## config.mk

```make
export PLATFORM = sky130hd
export DESIGN_NAME = io_trace_capture
export DESIGN_NICKNAME = d
export VERILOG_FILES = /design/src/rtl/io_trace_capture.sv
export SDC_FILE = /design/constraint.sdc
export NUM_CORES = 1
export LEC_CHECK = 0
export ABC_AREA = 1
export ABC_CLOCK_PERIOD_IN_PS = 2070
export CAP_MARGIN = 20
export CORE_MARGIN = 2
export CORE_UTILIZATION = 44
export DETAILED_ROUTE_END_ITERATION = 8
export PLACE_DENSITY = 0.69
export RECOVER_POWER = 50
export SETUP_SLACK_MARGIN = 0.05
export SLEW_MARGIN = 20
export SYNTH_ARGS = -nofsm -noshare
export SYNTH_HDL_FRONTEND = slang
export SYNTH_SLANG_ARGS = --single-unit
```

## constraint.sdc

```tcl
create_clock -name clk -period 2.07 [get_ports clk]
set_input_delay 0.3105 -clock clk [delete_from_list [all_inputs] [get_ports clk]]
set_output_delay 0.3105 -clock clk [all_outputs]
set_load 0.02 [all_outputs]
```

## src/rtl/io_trace_capture.sv

```systemverilog
// I/O-bus write snooper: qualifying io_we cycles are recorded as {addr, data, ts} in a FIFO
// drained through a registered read port. Define IO_TRACE_TIMESTAMP_EN to keep per-entry timestamps.
module io_trace_capture #(
  parameter int unsigned           DATA_W  = 8,
  parameter int unsigned           ADDR_W  = 4,
  parameter int unsigned           DEPTH   = 16,
  parameter int unsigned           TS_W    = 16,
  parameter logic [2**ADDR_W-1:0]  CH_MASK = '1
) (
  input  logic                     clk,
  input  logic                     reset,
  input  logic [ADDR_W-1:0]        io_addr,
  input  logic [DATA_W-1:0]        io_data,
  input  logic                     io_we,
  input  logic                     capture_en,
  input  logic                     clear,
  input  logic                     rd_en,
  output logic                     rd_valid,
  output logic [ADDR_W-1:0]        rd_addr,
  output logic [DATA_W-1:0]        rd_data,
  output logic [TS_W-1:0]          rd_ts,
  output logic [$clog2(DEPTH):0]   count,
  output logic                     empty,
  output logic                     full,
  output logic                     overflow,
  output logic [7:0]               drop_cnt
);

  localparam int unsigned PTR_W = $clog2(DEPTH);
  localparam int unsigned CNT_W = PTR_W + 1;

  logic [ADDR_W-1:0] mem_addr [DEPTH];
  logic [DATA_W-1:0] mem_data [DEPTH];

  logic [PTR_W-1:0]  wr_ptr_q, rd_ptr_q;
  logic [CNT_W-1:0]  count_q;
  logic              overflow_q, rd_valid_q;
  logic [7:0]        drop_cnt_q;
  logic [ADDR_W-1:0] rd_addr_q;
  logic [DATA_W-1:0] rd_data_q;

  logic flush, qual, is_full, is_empty, pop, push, drop;

  // flush gates every accept signal so clear/reset discard same-cycle traffic
  always_comb begin
    flush    = reset | clear;
    is_full  = (count_q == CNT_W'(DEPTH));
    is_empty = (count_q == '0);
    qual     = io_we & capture_en & CH_MASK[io_addr];
    pop      = rd_en & ~is_empty & ~flush;
    push     = qual & (~is_full | pop) & ~flush;
    drop     = qual & is_full & ~pop & ~flush;
  end

  always_ff @(posedge clk) begin
    if (flush) begin
      wr_ptr_q   <= '0;
      rd_ptr_q   <= '0;
      count_q    <= '0;
      overflow_q <= 1'b0;
      drop_cnt_q <= '0;
    end else begin
      if (push) wr_ptr_q <= wr_ptr_q + PTR_W'(1);
      if (pop)  rd_ptr_q <= rd_ptr_q + PTR_W'(1);
      unique case ({push, pop})
        2'b10:   count_q <= count_q + CNT_W'(1);
        2'b01:   count_q <= count_q - CNT_W'(1);
        default: count_q <= count_q;
      endcase
      if (drop) begin
        overflow_q <= 1'b1;
        if (drop_cnt_q != 8'hFF) drop_cnt_q <= drop_cnt_q + 8'd1;
      end
    end
  end

  // Read data is only cleared by reset; clear leaves the last popped entry visible.
  always_ff @(posedge clk) begin
    rd_valid_q <= pop;
    if (reset) begin
      rd_addr_q <= '0;
      rd_data_q <= '0;
    end else if (pop) begin
      rd_addr_q <= mem_addr[rd_ptr_q];
      rd_data_q <= mem_data[rd_ptr_q];
    end
  end

  always_ff @(posedge clk) begin
    if (push) begin
      mem_addr[wr_ptr_q] <= io_addr;
      mem_data[wr_ptr_q] <= io_data;
    end
  end

`ifdef IO_TRACE_TIMESTAMP_EN
  logic [TS_W-1:0] ts_q;
  logic [TS_W-1:0] rd_ts_q;
  logic [TS_W-1:0] mem_ts [DEPTH];

  always_ff @(posedge clk) begin
    if (reset) ts_q <= '0;
    else       ts_q <= ts_q + TS_W'(1);
  end

  always_ff @(posedge clk) begin
    if (push) mem_ts[wr_ptr_q] <= ts_q;
  end

  always_ff @(posedge clk) begin
    if (reset)    rd_ts_q <= '0;
    else if (pop) rd_ts_q <= mem_ts[rd_ptr_q];
  end

  assign rd_ts = rd_ts_q;
`else
  assign rd_ts = '0;
`endif

  assign rd_valid = rd_valid_q;
  assign rd_addr  = rd_addr_q;
  assign rd_data  = rd_data_q;
  assign count    = count_q;
  assign empty    = is_empty;
  assign full     = is_full;
  assign overflow = overflow_q;
  assign drop_cnt = drop_cnt_q;

endmodule

```

==> metrics <==
antenna violations before repair=0; FF+latch area=6480 um^2; sequential cell area fraction in the yosys report=0.648; Core ar.=22,400 um^2; Area Overhead vs Synth=18.1%; Detail Route Antenna Nets=0; Worst-Margin Slew=892 ps; routability cong.=0.829; worst hold margin=454 ps; Worst-Skew Late Latency=520 ps; startpoint types=flip-flop; IO Pins=63; H-tree lvl count=1; Yosys reg bits=227; VDD IR max=0.450 mV; mapped cell area=9980 um^2; Final Max Slew Viols=0; leading cell types in the layout, fill and taps excluded=nand2_1, edfxtp_1, nand3_1, inv_1, nor2_1; register share of total power=0.522; clk sinks=227; Pwr Total=9.51 mW; final wirelength=22.2 mm; via count=6,965; First DRT Iteration DRCs=490; Tot GR Track Use=0.190; IO Port Bufs=46; critical path class=reg -> reg; worst flop-to-flop path startpoint=count[3]$_SDFFE_PP0P_; share of post-route cells with drive strength above 1=0.106; critical path data arrival time=2370 ps; fin nets=1,134; area fraction of the dominant cell type after synthesis=0.578; Setup crit start=count[3]$_SDFFE_PP0P_; DR DRC count=0; largest net degree at the start of global routing=53; Rows=55; top post-synthesis cells by area=edfxtp_1, nand2_1, dfxtp_1, nand3_1, inv_1; Switching Fraction=0.208; commonest non-fill, non-tap cell in the layout=nand2_1; CTS clk-pin slew, worst paths=60 ps; Detailed Routing Iterations Pass 1=5; Max Root-Sink Buffers=3; detailed-route wire length per cell=15.8 um; initial core utilization=0.445; global-route wire length before repair=35.9 mm; Tmin final=1920 ps; vias per cell=4.94; HP Start=overflow$_SDFFE_PP0P_; YS warnings=0; fin crit share=0.928; Multi-input gate area=2880 um^2; Setup Fix Bufs, Post-CTS=0; Placed Area=11,000 um^2; die width=155 um; Hold Buf Count CTS=0; critical path peak fanout=4; net switching power=1.98 mW; die area=23,900 um^2; Max Clk Rate=0.521 GHz; combinational power share=0.034; root buffer cell=clkbuf_16; Max Cap Viol=0; P_int=7.53 mW; Synth Instances=1,020; vias in the first global route=6,842; fin area=11,800 um^2; Max transition margin=0.406; clk_skew=14.9 ps; Pleak=4.90 nW; critical path endpoint category=flip-flop; Synth area leader=edfxtp_1; gr ovfl total=0; pwr/cell area=806 nW/um^2; Setup TNS Final=0 ps; ant diodes=0; setup violators final=0; HPWL after detailed placement=14.5 mm; outcome=completed; Hold Path Class=reg -> reg; distinct cell type count after synthesis=36; clock power share=0.444; fillers=1,971; unrepaired setup endpoints after global routing=yes; Chip Height=155 um; syn avg cell area=9.79 um^2; number of buffers created by CTS=25; Worst Path Required=2520 ps; Final Hold Viols=0; CTS tree=yes
registers in the layout, indices dropped and copies added (netlist names):
name / cells
count: 5
drop_cnt: 8
rd_addr: 4
mem_data: 128
rd_data: 8
mem_addr: 64
wr_ptr_q: 4
rd_ptr_q: 4
overflow: 1
rd_valid: 1
cell usage after synthesis, drive strengths merged:
| cell type | instances |
|---|---|
| nand4 | 3 |
| o21bai | 1 |
| xnor2 | 1 |
| nor2 | 63 |
| o211ai | 3 |
| clkbuf | 11 |
| buf | 48 |
| clkinv | 1 |
| dfxtp | 35 |
| nor3 | 1 |
| edfxtp | 192 |
| a211oi | 1 |
| inv | 107 |
| nand3 | 134 |
| or2 | 1 |
| xor2 | 4 |
| nand2 | 370 |
| a21oi | 15 |
| ha | 10 |
| conb | 1 |
| o21ai | 16 |
| a21boi | 1 |
| nand3b | 1 |
logic make-up (layout without fill, tap and decap cells):
kind of cell,count (synthesis),in the layout,share of synthesized area
other,1,16,0.000376
AO/OA/AOI/OAI,37,37,0.0214
adder cells (fa/ha/maj),10,10,0.0125
buffers and inverters,167,257,0.0767
flip-flops,227,227,0.648
XOR/XNOR,5,5,0.00439
AND/OR/NAND/NOR,573,573,0.237
routing by layer:
metal,routed length (um),GRT usage,up-vias
li1,-,-,3467
met1,9500,0.250,3256
met2,10900,0.332,217
met3,1310,0.0249,25
met4,463,0.0573,0
met5,0,0,-
what timing repair did:
action	4_1_cts	5_1_grt
resized for setup	2	13
endpoints found under the setup margin	2	3
pin swaps	0	1
cloned	0	0
final cells by class:
class                   count  share of cell area
multi-input cells         641               0.244
well taps                 285              0.0302
repair buffers            103              0.0756
clock inverters            14              0.0106
flip-flops and latches    227               0.550
clock buffers              32              0.0553
inverters                 108              0.0348
power by group through the flow:
stage | Sequential, mW | Combinational [mW] | Clock [mW]
after detailed placement | 5.06 | 0.332 | 0
after global placement | 5.06 | 0.327 | 0
after CTS | 4.97 | 0.332 | 4.28
final | 4.97 | 0.324 | 4.22
after floorplan | 5.07 | 0.174 | 0
after global routing | 4.97 | 0.359 | 4.46
metrics by stage:
stage          cells  setup WS, ps   util
2_1_floorplan   1035          58.2      -
3_3_place_gp    1364          -294  0.490
3_5_place_dp    1364          -315  0.490
4_1_cts         1410          56.0  0.524
5_1_grt         1410         -54.1  0.526
6_report        1410           149  0.526
worst max-delay path: stages, from the launching register on:
cell and delay [ps]:
dfxtp_2 360, inv_1 80, nand2_1 60, nor2_2 150
o211ai_4 90, nand2_2 90, ha_4 170, xor2_2 160
ha_1 160, inv_1 40, nand2_2 80, nand3_2 80
nand2_1 60, nand2_1 50, nand2_1 60, nand2_1 60
a21oi_2 100
worst paths after layout:
kind	endpoint	slack, ps	depth (start not counted)
worst min register to register	overflow$_SDFFE_PP0P_	450	2
worst min-delay path	overflow$_SDFFE_PP0P_	450	2
worst max register to register	count[4]$_SDFFE_PP0P_	150	16
worst max-delay path	count[4]$_SDFFE_PP0P_	150	16
No activity file was read; power rests on OpenSTA's default activity.
